`config.mk`:
```
export PLATFORM = sky130hd
export DESIGN_NAME = spu_draw_sequencer_flat
export DESIGN_NICKNAME = d
export VERILOG_FILES = /design/src/rtl/spu_draw_sequencer_if.sv /design/src/rtl/spu_draw_sequencer.sv /design/src/flat_wrapper.sv
export SDC_FILE = /design/constraint.sdc
export NUM_CORES = 1
export LEC_CHECK = 0
export ABC_AREA = 1
export BUFFER_PORTS_ARGS = -buffer_cell sky130_fd_sc_hd__buf_2
export CORE_AREA = 2 2 74 76
export DETAILED_ROUTE_END_ITERATION = 8
export DIE_AREA = 0 0 76 78
export GPL_TIMING_DRIVEN = 0
export PLACE_DENSITY = 0.9
export SYNTH_ARGS = -nofsm -noshare
export SYNTH_HDL_FRONTEND = slang
export SYNTH_SLANG_ARGS = --single-unit
```
`constraint.sdc`:
```
create_clock -name clk -period 2.5 [get_ports clk]
set_clock_uncertainty 0.15 [all_clocks]
set_input_delay 0.5 -clock clk [delete_from_list [all_inputs] [get_ports clk]]
set_output_delay 0.5 -clock clk [all_outputs]
set_load 0.03 [all_outputs]
```
`src/rtl/spu_draw_sequencer_if.sv`:
```
// Host-side bundle of the draw sequencer: frame control, per-stage
// start/done handshake, and status pulses.
interface spu_draw_sequencer_if #(
  parameter int NUM_STAGES = 3,
  parameter int TO_W       = 16,
  parameter int FC_W       = 8
);
  logic                  frame_tick;
  logic [NUM_STAGES-1:0] stage_en;
  logic [NUM_STAGES-1:0] stage_done;
  logic                  abort;
  logic [TO_W-1:0]       timeout_limit;
  logic [NUM_STAGES-1:0] stage_start;
  logic                  busy;
  logic [2:0]            cur_stage;
  logic                  frame_done;
  logic                  frame_overrun;
  logic                  timeout_err;
  logic [FC_W-1:0]       frame_count;

  modport master (
    output frame_tick, stage_en, stage_done, abort, timeout_limit,
    input  stage_start, busy, cur_stage, frame_done, frame_overrun,
           timeout_err, frame_count
  );

  modport slave (
    input  frame_tick, stage_en, stage_done, abort, timeout_limit,
    output stage_start, busy, cur_stage, frame_done, frame_overrun,
           timeout_err, frame_count
  );
endinterface

```
`src/rtl/spu_draw_sequencer.sv`:
```
// Walks the enabled draw stages of a frame in ascending order, one start
// pulse per stage, advancing on that stage's done or on a per-stage timeout.
module spu_draw_sequencer #(
  parameter int NUM_STAGES = 3,
  parameter int TO_W       = 16,
  parameter int FC_W       = 8
) (
  input logic                 clk,
  input logic                 rst_n,
  spu_draw_sequencer_if.slave bus
);

  typedef enum logic [1:0] {IDLE, LAUNCH, WAIT, FINISH} state_t;

  state_t                state, state_nxt;
  logic [2:0]            idx, idx_nxt;
  logic [NUM_STAGES-1:0] mask, mask_nxt;
  logic [TO_W-1:0]       to_cnt, to_cnt_nxt;
  logic [FC_W-1:0]       fc_q, fc_nxt;
  logic                  busy_q, busy_nxt;
  logic [NUM_STAGES-1:0] start_q, start_nxt;
  logic                  done_q, done_nxt;
  logic                  ovr_q, ovr_nxt;
  logic                  done_sel, to_hit;
  logic [3:0]            nb, first;

  // {found, index} of the lowest set bit of m strictly above position 'from'
  function automatic logic [3:0] next_bit(input logic [NUM_STAGES-1:0] m,
                                          input int from);
    logic [3:0] r;
    r = 4'd0;
    for (int i = NUM_STAGES - 1; i >= 0; i--)
      if (m[i] && i > from) r = {1'b1, 3'(i)};
    return r;
  endfunction

  always_comb begin
    done_sel = 1'b0;
    for (int i = 0; i < NUM_STAGES; i++)
      if (3'(i) == idx) done_sel = bus.stage_done[i];
  end

  // Done beats timeout; an aborted frame reports nothing.
  assign to_hit = (state == WAIT) && (bus.timeout_limit != '0) &&
                  (to_cnt == bus.timeout_limit - TO_W'(1)) &&
                  !done_sel && !bus.abort;

  assign nb    = next_bit(mask, int'(idx));
  assign first = next_bit(bus.stage_en, -1);

  always_ff @(posedge clk or negedge rst_n) begin
    if (!rst_n) begin
      state   <= IDLE;
      idx     <= '0;
      mask    <= '0;
      to_cnt  <= '0;
      fc_q    <= '0;
      busy_q  <= 1'b0;
      start_q <= '0;
      done_q  <= 1'b0;
      ovr_q   <= 1'b0;
    end else begin
      state   <= state_nxt;
      idx     <= idx_nxt;
      mask    <= mask_nxt;
      to_cnt  <= to_cnt_nxt;
      fc_q    <= fc_nxt;
      busy_q  <= busy_nxt;
      start_q <= start_nxt;
      done_q  <= done_nxt;
      ovr_q   <= ovr_nxt;
    end
  end

  always_comb begin
    state_nxt  = state;
    idx_nxt    = idx;
    mask_nxt   = mask;
    to_cnt_nxt = to_cnt;
    fc_nxt     = fc_q;
    busy_nxt   = busy_q;
    start_nxt  = '0;
    done_nxt   = 1'b0;
    ovr_nxt    = bus.frame_tick && (state != IDLE);

    case (state)
      IDLE: begin
        if (bus.frame_tick && !bus.abort) begin
          mask_nxt = bus.stage_en;
          busy_nxt = 1'b1;
          if (first[3]) begin
            idx_nxt   = first[2:0];
            state_nxt = LAUNCH;
          end else begin
            idx_nxt   = '0;
            state_nxt = FINISH;
          end
        end
      end
      LAUNCH: begin
        to_cnt_nxt = '0;
        state_nxt  = WAIT;
      end
      WAIT: begin
        if (to_cnt != '1) to_cnt_nxt = to_cnt + TO_W'(1);
        if (done_sel || to_hit) begin
          if (nb[3]) begin
            idx_nxt   = nb[2:0];
            state_nxt = LAUNCH;
          end else begin
            state_nxt = FINISH;
          end
        end
      end
      FINISH: begin
        done_nxt  = 1'b1;
        fc_nxt    = fc_q + FC_W'(1);
        busy_nxt  = 1'b0;
        idx_nxt   = '0;
        state_nxt = IDLE;
      end
      default: state_nxt = IDLE;
    endcase

    if (bus.abort && state != IDLE) begin
      state_nxt = IDLE;
      idx_nxt   = '0;
      busy_nxt  = 1'b0;
      done_nxt  = 1'b0;
      fc_nxt    = fc_q;
    end

    // Start is registered on entry to LAUNCH so it lands one cycle after the trigger.
    if (state_nxt == LAUNCH)
      for (int i = 0; i < NUM_STAGES; i++) start_nxt[i] = (3'(i) == idx_nxt);
  end

  assign bus.stage_start   = start_q;
  assign bus.busy          = busy_q;
  assign bus.cur_stage     = (state == IDLE) ? 3'd0 : idx;
  assign bus.frame_done    = done_q;
  assign bus.frame_overrun = ovr_q;
  assign bus.timeout_err   = to_hit;
  assign bus.frame_count   = fc_q;

endmodule

```
`src/flat_wrapper.sv`:
```
// flat-port wrapper written by rule: the top's interface ports become plain ports
module spu_draw_sequencer_flat 
#(
  parameter int NUM_STAGES = 3,
  parameter int TO_W       = 16,
  parameter int FC_W       = 8
)
  (clk, rst_n, bus_frame_tick, bus_stage_en, bus_stage_done, bus_abort, bus_timeout_limit, bus_stage_start, bus_busy, bus_cur_stage, bus_frame_done, bus_frame_overrun, bus_timeout_err, bus_frame_count);
  spu_draw_sequencer_if #(.NUM_STAGES(NUM_STAGES), .TO_W(TO_W), .FC_W(FC_W)) bus_i ();
  input logic clk;
  input logic rst_n;
  input wire logic [$bits(bus_i.frame_tick)-1:0] bus_frame_tick;
  input wire logic [$bits(bus_i.stage_en)-1:0] bus_stage_en;
  input wire logic [$bits(bus_i.stage_done)-1:0] bus_stage_done;
  input wire logic [$bits(bus_i.abort)-1:0] bus_abort;
  input wire logic [$bits(bus_i.timeout_limit)-1:0] bus_timeout_limit;
  output wire logic [$bits(bus_i.stage_start)-1:0] bus_stage_start;
  output wire logic [$bits(bus_i.busy)-1:0] bus_busy;
  output wire logic [$bits(bus_i.cur_stage)-1:0] bus_cur_stage;
  output wire logic [$bits(bus_i.frame_done)-1:0] bus_frame_done;
  output wire logic [$bits(bus_i.frame_overrun)-1:0] bus_frame_overrun;
  output wire logic [$bits(bus_i.timeout_err)-1:0] bus_timeout_err;
  output wire logic [$bits(bus_i.frame_count)-1:0] bus_frame_count;
  assign bus_i.frame_tick = bus_frame_tick;
  assign bus_i.stage_en = bus_stage_en;
  assign bus_i.stage_done = bus_stage_done;
  assign bus_i.abort = bus_abort;
  assign bus_i.timeout_limit = bus_timeout_limit;
  assign bus_stage_start = bus_i.stage_start;
  assign bus_busy = bus_i.busy;
  assign bus_cur_stage = bus_i.cur_stage;
  assign bus_frame_done = bus_i.frame_done;
  assign bus_frame_overrun = bus_i.frame_overrun;
  assign bus_timeout_err = bus_i.timeout_err;
  assign bus_frame_count = bus_i.frame_count;
  spu_draw_sequencer #(.NUM_STAGES(NUM_STAGES), .TO_W(TO_W), .FC_W(FC_W)) u_core (.clk(clk), .rst_n(rst_n), .bus(bus_i));
endmodule
```
==> results of run 1 <==
## cell usage after synthesis (all sizes together)
master,instances
nand2,100
inv,54
nor2,54
nand3,41
dfrtp,37
o21ai,19
xor2,19
nand4,13
a21oi,12
nor3,12
ha,9
xnor2,9
o31ai,7
nand3b,3
a31oi,2
buf,2
clkinv,2
nor4,2
o22ai,2
a211oi,1
a22o,1
and3,1
clkbuf,1
o2111ai,1
o21a,1
## worst register-to-register path: stages, from the launching register on
cell and delay, ns:
sky130_fd_sc_hd__dfrtp_2 0.41, sky130_fd_sc_hd__inv_1 0.11, sky130_fd_sc_hd__ha_2 0.20, sky130_fd_sc_hd__nand4_1 0.14, sky130_fd_sc_hd__nor2_2 0.19, sky130_fd_sc_hd__buf_4 0.14
sky130_fd_sc_hd__buf_6 0.08, sky130_fd_sc_hd__buf_6 0.08, sky130_fd_sc_hd__buf_6 0.08, sky130_fd_sc_hd__buf_6 0.08, sky130_fd_sc_hd__buf_6 0.08, sky130_fd_sc_hd__nand2_4 0.05
sky130_fd_sc_hd__nor2_4 0.13, sky130_fd_sc_hd__nand3_4 0.12, sky130_fd_sc_hd__nand2_4 0.11, sky130_fd_sc_hd__nand2_1 0.05, sky130_fd_sc_hd__nand3_1 0.08, sky130_fd_sc_hd__nand2_1 0.07
sky130_fd_sc_hd__nand2_2 0.11, sky130_fd_sc_hd__inv_2 0.05, sky130_fd_sc_hd__nand2_2 0.04, sky130_fd_sc_hd__nor2_1 0.04
## registers in the layout (all words and copies together), names as in the netlist
register,cells
u_core.to_cnt,16
u_core.bus.frame_count,8
u_core.bus.frame_done,1
u_core.idx,3
u_core.bus.stage_start,3
u_core.mask,2
u_core.bus.frame_overrun,1
u_core.bus.busy,1
u_core.state,2
## metrics by stage
step,power [µW],instances,util [%],worst slack (ns),setup TNS (ns)
5_1_grt,3030,535,70.1,-0.382,-2.44
3_5_place_dp,2210,518,63.4,-0.482,-1.99
3_3_place_gp,2170,518,63.4,-0.422,-1.78
2_1_floorplan,1860,405,-,-0.0625,-0.0625
4_1_cts,2670,534,67.9,-0.360,-0.875
6_report,2830,535,70.1,-0.240,-1.10
## layer usage
| layer | up-vias | GRT usage, % |
|---|---|---|
| met1 | 1355 | 30.6 |
| met2 | 99 | 45.4 |
| met3 | 23 | 3.72 |
| met5 | - | 0 |
| li1 | 1443 | - |
| met4 | 0 | 9.27 |
## worst paths after layout
kind / from / end
max in group asynchronous: rst_n / u_core.state[0]
max: bus_timeout_limit[4] / bus_timeout_err
min: rst_n / u_core.to_cnt[2]
min in group clk: bus_frame_tick / u_core.bus.frame_overrun
min reg2reg: u_core.bus.frame_count[7] / u_core.bus.frame_count[7]
max reg2reg: u_core.state[0] / u_core.bus.stage_start[2]
## power by group through the flow
stage	combinational [µW]	sequential, µW	clock [µW]
floorplan	872	988	0
global placement	1300	871	0
detailed placement	1330	878	0
CTS	1410	864	394
global route	1720	887	420
finish	1560	872	390
## area by class of cell
type,instances,area [µm²],area share [%]
multi-input combinational,309,1860,52.7
sequential,37,928,26.3
timing repair buffer,54,339,9.59
inverter,56,219,6.19
tap,70,87.6,2.48
clock buffer,5,68.8,1.95
buffer,2,16.3,0.460
timing repair inverter,1,7.51,0.212
clock inverter,1,5.00,0.142
## cells by family (layout without fill, tap and decap cells)
group	count (synthesis)	in the layout	synth area share (%)
flip-flops	37	37	32.1
buffers and inverters	59	119	7.78
AND/OR/NAND/NOR	226	226	37.5
XOR/XNOR	28	28	8.78
adder cells (fa/ha/maj)	9	9	3.91
AO/OA/AOI/OAI	46	46	9.86
## what timing repair did
action / CTS / global route
gates resized for setup: 23 / 29
setup endpoints to repair: 4 / 27
pin swaps: 13 / 13
hold buffers: 0 / 0
setup buffers: 12 / 1
gates cloned: 0 / 1
==> results.txt, run 1 <==
Core footprint: 0.00504 mm²
I/O pins: 44
H-tree lvl count: 2
Via count of the first global-routing pass: 2768
Sequential cell fraction of total power: 30.9%
Vias: 2920
Row Count: 26
Most frequent cells in the layout: sky130_fd_sc_hd__nand2_1 (82), sky130_fd_sc_hd__inv_1 (46), sky130_fd_sc_hd__buf_2 (41), sky130_fd_sc_hd__nor2_1 (37), sky130_fd_sc_hd__dfrtp_1 (35)
Type of the setup path with the least slack: input pin to output port
Crit path buffers/inverters: 2
Routed metal-1 wirelength: 3.16 mm
Avg WL per Cell: 14.0 µm
Buffers from clock root to sink, at most: 2
Antenna violations before repair: 0
Switching power: 1380 µW
Share of the synthesized area in the top cell type: 32.1%
Die Outline Area: 0.00593 mm²
Max Fclk: 365 MHz
Starting density of the core: 57.1%
Die Ht: 78 µm
Library cell used as clock root buffer: sky130_fd_sc_hd__clkbuf_8
Int Pwr: 1440 µW
Routability congestion estimate: 0.902
Pre-Repair DR Iteration Count: 5
Path category of the worst min-delay check: input pin to asynchronous set/reset pin
Count of input and output buffers: 43
Highest metal layer used by the detailed router: met4
Top fanout value on the critical path: 4
Final hold viol count: 0
Half-perimeter wire length after detailed placement: 5.46 mm
Setup slack after layout: -0.240 ns
Final setup vio count: 7
Largest area contributor in the synthesized netlist: sky130_fd_sc_hd__dfrtp_1
Total number of nets in the final design: 501
TritonCTS clock tree: done
Pin count of the biggest net entering global routing: 38
Synthesized netlist cell count: 405
Maximum single-stage delay on the critical path: 0.28 ns
Routed WL: 7.51 mm
Number of synthesized register bits: 37
Power density of the placed cells: 799 mW/mm²
Max-slew violations: 0
Detailed-route vias per instance: 5.46
Yosys warning count: 0
Unrepaired setup endpoints after global routing: yes
Failing checks: negative setup slack
Number of sinks on the clock net: 37
Remaining max-slew budget at the tightest pin: 46.1%
Status: finished, violations left
Global-route total usage across every layer: 25.2%
Fill cell instance count of the final layout: 395
Length in cells of the worst reg-to-reg path: 21
Cell area after synthesis: 0.00288 mm²
Area growth, synth to finish: 22.8%
Net switching share of the total power: 49.0%
Crit-path most repeated cell: sky130_fd_sc_hd__nand2_1
Area of placed instances: 0.00320 mm²
Data arrival at the endpoint of the critical path: 2.09 ns
Proportion of synthesized chip area in sequential cells: 32.1%
Synthesized area divided by synthesized cell count: 7.11 µm²
Leakage power total: 0.00172 µW
Drt initial violations: 151
Detailed-route DRC error count: 0
Insertion delay to the later sink of the worst-skew pair: 0.29 ns
Part of the power in combinational logic: 55.3%
Cell area after layout: 0.00354 mm²
Horizontal extent of the die: 76 µm
IR Drop Worst-Case VDD: 0.000758 V
Clock buffers created by TritonCTS: 5
Setup slack, reg-to-reg: -0.19 ns
Number of nets in the synthesized netlist: 440
Minimum clock period: 2.74 ns
Worst slack on hold paths: 0.151 ns
Number of cells on the critical path: 9
Fraction of power consumed by the clock network: 13.8%
Clock slew at the register clock pins of the worst setup and hold paths: 0.07 ns
Max Cap Viol: 0
Slew at the pin with the worst max-slew slack: 0.809 ns
WP data required: 1.85 ns
Slowest stage cell, crit path: sky130_fd_sc_hd__nor4_4
Worst Setup End Kind: output port
Crit path launch type: input pin
CP delay by family, top: simple AND/OR/NAND/NOR gates
Number of nets with antenna violations after detailed routing: 0
Fraction of layout instances using a drive strength above 1: 27.3%
CP cell instances: buf_2, nor2_1, nand2_1, o21ai_1, nand2_1, nand2_1, nand4_1, nor4_4, buf_4
Synth cell types: 38
Detail Route met2 WL: 3.78 mm
Post-route fraction of the period consumed by the critical path: 110%
Diodes inserted: 0
Met3 Wirelength: 361 µm
Residual overflow from global routing: 0
First-pass GRT wire length: 12.2 mm
Biggest area contributors in the synthesized netlist: sky130_fd_sc_hd__dfrtp_1 (32%), sky130_fd_sc_hd__nand2_1 (12%), sky130_fd_sc_hd__nand3_1 (6.6%), sky130_fd_sc_hd__inv_1 (6.4%), sky130_fd_sc_hd__nor2_1 (5.5%)
Most common cell after layout, fill and taps aside: sky130_fd_sc_hd__nand2_1
Note: power is estimated with default switching activity, not from simulation.
==> run 2, diff against run 1 <==
--- a/config.mk
+++ b/config.mk
@@ -5,11 +5,10 @@
 export SDC_FILE = /design/constraint.sdc
 export NUM_CORES = 1
 export LEC_CHECK = 0
-export ABC_AREA = 1
 export BUFFER_PORTS_ARGS = -buffer_cell sky130_fd_sc_hd__buf_2
-export CORE_AREA = 2 2 74 76
+export CORE_AREA = 2 2 72 74
 export DETAILED_ROUTE_END_ITERATION = 8
-export DIE_AREA = 0 0 76 78
+export DIE_AREA = 0 0 74 76
 export GPL_TIMING_DRIVEN = 0
 export PLACE_DENSITY = 0.9
 export SYNTH_ARGS = -nofsm -noshare
==> run 2 against run 1 <==
Effect of this change: the run still ends with negative setup slack left; worst setup slack worse by 0.33 ns; register-to-register slack worse by 0.31 ns; sequential power fell by 3.3%; utilization grew 1.5 points; via count is 15% lower; critical path type unchanged; highest routed layer unchanged.
==> results.txt, run 2 <==
Power density of the placed cells: 817 mW/mm² (was 799 mW/mm²)
First-pass GRT wire length: 11.5 mm (was 12.2 mm)
Die Ht: 76 µm (was 78 µm)
Worst Setup End Kind: output port (unchanged)
Top fanout value on the critical path: 7 (was 4)
Number of sinks on the clock net: 37 (unchanged)
Number of flip-flops in the largest register: 16 (unchanged)
Pre-Repair DR Iteration Count: 4 (was 5)
Minimum clock period: 3.07 ns (was 2.74 ns)
Avg WL per Cell: 15.9 µm (was 14.0 µm)
Library cell used as clock root buffer: sky130_fd_sc_hd__clkbuf_8 (unchanged)
Total chip power: 2870 µW (was 2830 µW)
Worst slack on hold paths: 0.145 ns (was 0.151 ns)
Leakage power total: 0.00151 µW (was 0.00172 µW)
Switching power: 1200 µW (was 1380 µW)
Vias: 2482 (was 2920)
Core footprint: 0.00491 mm² (was 0.00504 mm²)
Die Outline Area: 0.00562 mm² (was 0.00593 mm²)
I/O pins: 44 (unchanged)
Post-route fraction of the period consumed by the critical path: 123% (was 110%)
Max Cap Viol: 0 (unchanged)
Fraction of power consumed by the clock network: 19.1% (was 13.8%)
Area growth, synth to finish: 31.0% (was 22.8%)
IR Drop Worst-Case VDD: 0.000725 V (was 0.000758 V)
Commonest cells post-synth: sky130_fd_sc_hd__dfrtp_1 (37), sky130_fd_sc_hd__nand2_1 (28), sky130_fd_sc_hd__nor2_1 (26) (was sky130_fd_sc_hd__nand2_1 (90), sky130_fd_sc_hd__inv_1 (49), sky130_fd_sc_hd__nor2_1 (42))
Residual overflow from global routing: 0 (unchanged)
Cell area after synthesis: 0.00269 mm² (was 0.00288 mm²)
Placed instance count: 407 (was 518)
Clock buffers created by TritonCTS: 5 (unchanged)
Type of the setup path with the least slack: input pin to output port (unchanged)
Net switching share of the total power: 41.8% (was 49.0%)
Starting density of the core: 54.7% (was 57.1%)
Yosys warning count: 0 (unchanged)
Fraction of layout instances using a drive strength above 1: 35.7% (was 27.3%)
Number of nets in the synthesized netlist: 332 (was 440)
TNS Setup: -2.96 ns (was -1.10 ns)
Horizontal extent of the die: 74 µm (was 76 µm)
H-tree lvl count: 2 (unchanged)
Pin count of the biggest net entering global routing: 38 (unchanged)
Detailed-route vias per instance: 5.76 (was 5.46)
Max-slew violations: 0 (unchanged)
Buffers from clock root to sink, at most: 2 (unchanged)
Remaining max-slew budget at the tightest pin: 45.6% (was 46.1%)
Most frequent cells in the layout: sky130_fd_sc_hd__buf_2 (36), sky130_fd_sc_hd__dfrtp_1 (34), sky130_fd_sc_hd__nand2_1 (27), sky130_fd_sc_hd__nor2_1 (24), sky130_fd_sc_hd__o21ai_0 (22) (was sky130_fd_sc_hd__nand2_1 (82), sky130_fd_sc_hd__inv_1 (46), sky130_fd_sc_hd__buf_2 (41), sky130_fd_sc_hd__nor2_1 (37), sky130_fd_sc_hd__dfrtp_1 (35))
Top reg by flops: u_core.to_cnt (unchanged)
Sequential cell fraction of total power: 29.3% (was 30.9%)
Synth cell types: 61 (was 38)
Biggest area contributors in the synthesized netlist: sky130_fd_sc_hd__dfrtp_1 (34%), sky130_fd_sc_hd__xnor2_1 (6.8%), sky130_fd_sc_hd__xor2_1 (5.2%), sky130_fd_sc_hd__o21ai_0 (4.3%), sky130_fd_sc_hd__ha_1 (4.2%) (was sky130_fd_sc_hd__dfrtp_1 (32%), sky130_fd_sc_hd__nand2_1 (12%), sky130_fd_sc_hd__nand3_1 (6.6%), sky130_fd_sc_hd__inv_1 (6.4%), sky130_fd_sc_hd__nor2_1 (5.5%))
Detailed-route DRC error count: 0 (unchanged)
Number of synthesized register bits: 37 (unchanged)
Routability congestion estimate: 0.950 (was 0.902)
Insertion delay to the later sink of the worst-skew pair: 0.30 ns (was 0.29 ns)
Slew at the pin with the worst max-slew slack: 0.817 ns (was 0.809 ns)
Clock slew at the register clock pins of the worst setup and hold paths: 0.07 ns (about the same)
Global-route total usage across every layer: 25.8% (was 25.2%)
Unrepaired setup endpoints after global routing: yes (unchanged)
Count of input and output buffers: 40 (was 43)
Most common cell after layout, fill and taps aside: sky130_fd_sc_hd__buf_2 (was sky130_fd_sc_hd__nand2_1)
Maximum single-stage delay on the critical path: 0.31 ns (was 0.28 ns)
Part of the power in combinational logic: 51.5% (was 55.3%)
Synthesized area divided by synthesized cell count: 9.04 µm² (was 7.11 µm²)
Routed WL: 6.84 mm (was 7.51 mm)
Final setup vio count: 9 (was 7)
Path category of the worst min-delay check: input pin to asynchronous set/reset pin (unchanged)
Largest area contributor in the synthesized netlist: sky130_fd_sc_hd__dfrtp_1 (unchanged)
Row Count: 26 (unchanged)
Drt initial violations: 90 (was 151)
Half-perimeter wire length after detailed placement: 4.63 mm (was 5.46 mm)
Diodes inserted: 0 (unchanged)
Async set-reset flop share out of synthesis: 100% (unchanged)
WP data required: 1.85 ns (about the same)
Data arrival at the endpoint of the critical path: 2.42 ns (was 2.09 ns)
Number of buffers inserted for hold repair after clock tree synthesis: 0 (unchanged)
Final hold viol count: 0 (unchanged)
Via count of the first global-routing pass: 2500 (was 2768)
Status: finished, violations left (unchanged)
Fill cell instance count of the final layout: 352 (was 395)
Dominant synthesized flop cell: sky130_fd_sc_hd__dfrtp_1 (unchanged)
Number of enable flip-flop cells after synthesis: 0 (unchanged)
Failing checks: negative setup slack (unchanged)
Antenna violations before repair: 0 (unchanged)
Cell with the most instances after synthesis: sky130_fd_sc_hd__dfrtp_1 (was sky130_fd_sc_hd__nand2_1)
Max Fclk: 326 MHz (was 365 MHz)
Total number of nets in the final design: 395 (was 501)
Count of placed standard cells in the final layout, fillers left out: 431 (was 535)
Crit path launch type: input pin (unchanged)
Proportion of synthesized chip area in sequential cells: 34.5% (was 32.1%)
Synthesized netlist cell count: 297 (was 405)
TritonCTS clock tree: done (unchanged)
Slowest stage cell, crit path: sky130_fd_sc_hd__nor4b_4 (was sky130_fd_sc_hd__nor4_4)
CP cell instances: buf_6, inv_2, ha_4, nor3b_4, buf_4, a21oi_2, o21ai_2, nor4b_4, nand4_1, buf_4, nor3_4, buf_6 (was buf_2, nor2_1, nand2_1, o21ai_1, nand2_1, nand2_1, nand4_1, nor4_4, buf_4)
Share of the synthesized area in the top cell type: 34.5% (was 32.1%)
Setup slack after layout: -0.566 ns (was -0.240 ns)
Number of nets with antenna violations after detailed routing: 0 (unchanged)
Int Pwr: 1670 µW (was 1440 µW)
==> run 2: logic make-up (layout without fill, tap and decap cells) <==
family / after synthesis / after routing / synth area share [%]
fa+ha+maj: 9 / 9 / 4.19
mux: 8 / 8 / 3.31
buf+inv: 21 / 85 / 4.01
flops: 37 / 37 / 34.5
simple gates: 131 / 131 / 28.6
xor+xnor: 37 / 37 / 12.1
compound gates: 54 / 54 / 13.4
==> run 2: worst paths after layout <==
kind | startpoint | endpoint | slack (ns) | depth (start not counted)
worst max-delay path | bus_timeout_limit[1] | bus_timeout_err | -0.57 | 12
worst min-delay path | rst_n | u_core.bus.stage_start[2] | 0.14 | 1
worst min register to register | u_core.bus.frame_count[7] | u_core.bus.frame_count[7] | 0.34 | 1
max in group asynchronous | rst_n | u_core.to_cnt[1] | 1.48 | 1
worst max register to register | u_core.idx[1] | u_core.bus.stage_start[2] | -0.50 | 11
min in group clk | bus_stage_en[2] | u_core.mask[2] | 0.32 | 2
==> run 2: metal layers <==
layer | GRT usage, % | vias to the layer above | routed length (µm)
li1 | - | 1188 | -
met1 | 32.4 | 1197 | 2800
met2 | 45.3 | 80 | 3540
met3 | 3.84 | 17 | 324
met4 | 7.09 | 0 | 168
met5 | 0 | - | 0
==> run 2: stage by stage <==
stage               worst slack [ns]  utilization, %  area (µm²)
floorplan                     -0.429               -        2730
finish                        -0.566            71.6        3520
global route                  -0.674            71.6        3520
detailed placement            -0.906            61.4        3020
CTS                           -0.512            68.6        3370
global placement              -0.876            61.4        3020
==> run 2: area by class of cell <==
class	count	area, µm²	area share (%)
timing repair buffer	57	360	10.2
clock inverter	1	30.0	0.853
sequential	37	930	26.4
tap	70	87.6	2.49
inverter	11	41.3	1.17
buffer	9	75.1	2.13
multi-input combinational	239	1910	54.2
clock buffer	7	86.3	2.45
==> run 2: power by group through the flow <==
stage | registers [µW] | logic, µW | clock network (µW)
3_3_place_gp | 824 | 1080 | 0
5_1_grt | 858 | 1610 | 576
4_1_cts | 832 | 1270 | 544
2_1_floorplan | 893 | 751 | 0
6_report | 843 | 1480 | 550
3_5_place_dp | 828 | 1110 | 0
==> run 2: repair_timing <==
item                                    4_1_cts  5_1_grt
gates resized for setup                      34       27
buffers inserted                             13        4
pin swaps                                    19        8
endpoints found under the setup margin       14       20
hold endpoints to repair                      0        0
==> run 2: worst max-delay path: cells and delay by family <==
kind                       cells  cell delay, ns
buffers and inverters          5            0.65
and+or+nand+nor                4            0.85
AOI/OAI and AO/OA              2            0.23
adders and majority gates      1            0.18
==> run 3, diff against run 2 <==
--- a/config.mk
+++ b/config.mk
@@ -6,11 +6,14 @@
 export NUM_CORES = 1
 export LEC_CHECK = 0
 export BUFFER_PORTS_ARGS = -buffer_cell sky130_fd_sc_hd__buf_2
-export CORE_AREA = 2 2 72 74
+export CAP_MARGIN = 20
+export CELL_PAD_IN_SITES_DETAIL_PLACEMENT = 0
+export CELL_PAD_IN_SITES_GLOBAL_PLACEMENT = 1
+export CORE_AREA = 2 2 83 85
 export DETAILED_ROUTE_END_ITERATION = 8
-export DIE_AREA = 0 0 74 76
+export DIE_AREA = 0 0 85 87
 export GPL_TIMING_DRIVEN = 0
-export PLACE_DENSITY = 0.9
+export PLACE_DENSITY = 0.89
 export SYNTH_ARGS = -nofsm -noshare
 export SYNTH_HDL_FRONTEND = slang
 export SYNTH_SLANG_ARGS = --single-unit
==> run 3 against run 2 <==
Effect of this change: the run still ends with negative setup slack left; final cell count is 3.2% higher; via count down 1.0%; global-route usage is 8.2 points lower; sequential cell count is the same; critical endpoint unchanged.
==> results.txt, run 3 (synthesis gave the netlist of run 2 again) <==
Avg WL per Cell: 14.9 µm (was 15.9 µm)
Met3 track utilization from global routing: 3.13% (was 3.84%)
Routability congestion estimate: 0.841 (was 0.950)
Top reg by flops: u_core.to_cnt (unchanged)
Number of cells on the critical path: 8 (was 12)
Most frequent cells in the layout: sky130_fd_sc_hd__buf_2 (37), sky130_fd_sc_hd__dfrtp_1 (35), sky130_fd_sc_hd__nand2_1 (26), sky130_fd_sc_hd__nor2_1 (24), sky130_fd_sc_hd__o21ai_0 (22) (was sky130_fd_sc_hd__buf_2 (36), sky130_fd_sc_hd__dfrtp_1 (34), sky130_fd_sc_hd__nand2_1 (27), sky130_fd_sc_hd__nor2_1 (24), sky130_fd_sc_hd__o21ai_0 (22))
Type of the setup path with the least slack: input pin to output port (unchanged)
Remaining max-slew budget at the tightest pin: 46.6% (was 45.6%)
Met1 routing resource usage after global routing: 22.0% (was 32.4%)
Count of placed standard cells in the final layout, fillers left out: 445 (was 431)
Total number of nets in the final design: 399 (was 395)
Detailed-route vias per instance: 5.52 (was 5.76)
Final setup vio count: 7 (was 9)
Insertion delay to the later sink of the worst-skew pair: 0.28 ns (was 0.30 ns)
Worst slack on hold paths: 0.146 ns (was 0.145 ns)
Crit path buffers/inverters: 2 (was 5)
Fraction of layout instances using a drive strength above 1: 35.9% (was 35.7%)
Buffers from clock root to sink, at most: 2 (unchanged)
Die Ht: 87 µm (was 76 µm)
Met2 global-route usage: 31.0% (was 45.3%)
Failing checks: negative setup slack (unchanged)
Most common cell after layout, fill and taps aside: sky130_fd_sc_hd__buf_2 (unchanged)
CP cell instances: buf_2, nor4_4, and4b_2, mux2_4, mux2i_2, a32oi_2, nor3_4, buf_6 (was buf_6, inv_2, ha_4, nor3b_4, buf_4, a21oi_2, o21ai_2, nor4b_4, nand4_1, buf_4, nor3_4, buf_6)
Critical R2R Capture: u_core.bus.stage_start[1] (was u_core.bus.stage_start[2])
Die Outline Area: 0.00740 mm² (was 0.00562 mm²)
Via count of the first global-routing pass: 2312 (was 2500)
H-tree lvl count: 2 (unchanged)
Vias: 2457 (was 2482)
Pre-Repair DR Iteration Count: 4 (unchanged)
Half-perimeter wire length after detailed placement: 4.61 mm (was 4.63 mm)
Unrepaired setup endpoints after global routing: yes (unchanged)
Clock slew at the register clock pins of the worst setup and hold paths: 0.08 ns (was 0.07 ns)
Library cell used as clock root buffer: sky130_fd_sc_hd__clkbuf_8 (unchanged)
Starting density of the core: 40.9% (was 54.7%)
First-pass GRT wire length: 10.6 mm (was 11.5 mm)
Max Cap Viol: 0 (unchanged)
Horizontal extent of the die: 85 µm (was 74 µm)
Minimum clock period: 2.92 ns (was 3.07 ns)
Residual overflow from global routing: 0 (unchanged)
Max-slew violations: 0 (unchanged)
Crit. Startpoint: bus_timeout_limit[9] (was bus_timeout_limit[1])
Path category of the worst min-delay check: input pin to asynchronous set/reset pin (unchanged)
Global-route total usage across every layer: 17.6% (was 25.8%)
Diodes inserted: 0 (unchanged)
TritonCTS clock tree: done (unchanged)
Pin count of the biggest net entering global routing: 38 (unchanged)
Antenna violations before repair: 0 (unchanged)
Slew at the pin with the worst max-slew slack: 0.801 ns (was 0.817 ns)
Drt initial violations: 100 (was 90)
I/O pins: 44 (unchanged)
Maximum single-stage delay on the critical path: 0.32 ns (was 0.31 ns)
CP delay by family, top: simple AND/OR/NAND/NOR gates (unchanged)
Setup slack, reg-to-reg: -0.26 ns (was -0.50 ns)
Leakage power total: 0.00154 µW (was 0.00151 µW)
Placed instance count: 417 (was 407)
Area growth, synth to finish: 33.0% (was 31.0%)
Number of sinks on the clock net: 37 (unchanged)
Final hold viol count: 0 (unchanged)
Most used routing layer: met2 (unchanged)
Data arrival at the endpoint of the critical path: 2.27 ns (was 2.42 ns)
Row Count: 30 (was 26)
WP data required: 1.85 ns (about the same)
Length in cells of the worst reg-to-reg path: 9 (was 11)
Setup slack after layout: -0.415 ns (was -0.566 ns)
Number of buffers inserted for hold repair after clock tree synthesis: 0 (unchanged)
Top fanout value on the critical path: 5 (was 7)
Routed WL: 6.62 mm (was 6.84 mm)
Status: finished, violations left (unchanged)
Slowest stage cell, crit path: sky130_fd_sc_hd__nor4_4 (was sky130_fd_sc_hd__nor4b_4)
Number of nets with antenna violations after detailed routing: 0 (unchanged)
Number of flip-flops in the largest register: 16 (unchanged)
Max Fclk: 343 MHz (was 326 MHz)
Core footprint: 0.00657 mm² (was 0.00491 mm²)
Crit path launch type: input pin (unchanged)
IR Drop Worst-Case VDD: 0.000552 V (was 0.000725 V)
Worst Setup End Kind: output port (unchanged)
TNS Setup: -1.83 ns (was -2.96 ns)
Post-route fraction of the period consumed by the critical path: 117% (was 123%)
Reg-to-Reg Start: u_core.to_cnt[2] (was u_core.idx[1])
Clock buffers created by TritonCTS: 5 (unchanged)
Detailed-route DRC error count: 0 (unchanged)
Count of input and output buffers: 40 (unchanged)
Power density of the placed cells: 780 mW/mm² (was 817 mW/mm²)
## run 3: worst max-delay path by stage
stage | to | slack [ns]
floorplan | u_core.bus.stage_start[1] | -0.43
global placement | u_core.bus.stage_start[2] | -0.94
detailed placement | u_core.bus.stage_start[2] | -0.93
CTS | bus_timeout_err | -0.41
global route | bus_timeout_err | -0.49
finish | bus_timeout_err | -0.42
## run 3: routing by layer
layer / vias up / routed length, µm
met1: 1175 / 2770
met2: 75 / 3420
li1: 1201 / -
met3: 6 / 365
met5: - / 0
met4: 0 / 65
## run 3: layout make-up
class                      count  area, µm²
timing repair buffer          61        397
multi-input combinational    239       1910
fill                         594       3000
clock inverter                 3       46.3
clock buffer                   5       68.8
sequential                    37        928
buffer                         9       72.6
inverter                      11       51.3
tap                           80        100
## run 3: per-stage QoR
stage | instance area, µm² | worst slack (ns) | utilization [%] | power (µW)
3_5_place_dp | 3030 | -0.928 | 46.1 | 1940
2_1_floorplan | 2730 | -0.429 | - | 1640
3_3_place_gp | 3030 | -0.939 | 46.1 | 1920
5_1_grt | 3570 | -0.487 | 54.4 | 2990
6_report | 3570 | -0.415 | 54.4 | 2790
4_1_cts | 3400 | -0.412 | 51.8 | 2680
## run 3: worst register-to-register path, stage by stage (launching register included)
cell and delay, ns:
sky130_fd_sc_hd__dfrtp_2 0.45, sky130_fd_sc_hd__o21ba_4 0.23, sky130_fd_sc_hd__a221oi_2 0.28, sky130_fd_sc_hd__a41oi_2 0.09, sky130_fd_sc_hd__nor4b_4 0.27, sky130_fd_sc_hd__nand4_1 0.21
sky130_fd_sc_hd__o31a_4 0.39, sky130_fd_sc_hd__mux2i_4 0.22, sky130_fd_sc_hd__o211ai_4 0.27, sky130_fd_sc_hd__nor3b_2 0.07
## run 3: power by group
group          switching [µW]  internal [µW]
sequential                115            709
clock                     219            298
combinational             831            614
total                    1160           1620
## run 3: repair_timing
| action | 4_1_cts | 5_1_grt |
|---|---|---|
| endpoints found under the setup margin | 17 | 22 |
| endpoints found under the hold margin | 0 | 0 |
| gates cloned | 0 | 0 |
| buffers inserted | 13 | 9 |
| gates resized for setup | 38 | 23 |
| pin swaps | 26 | 15 |
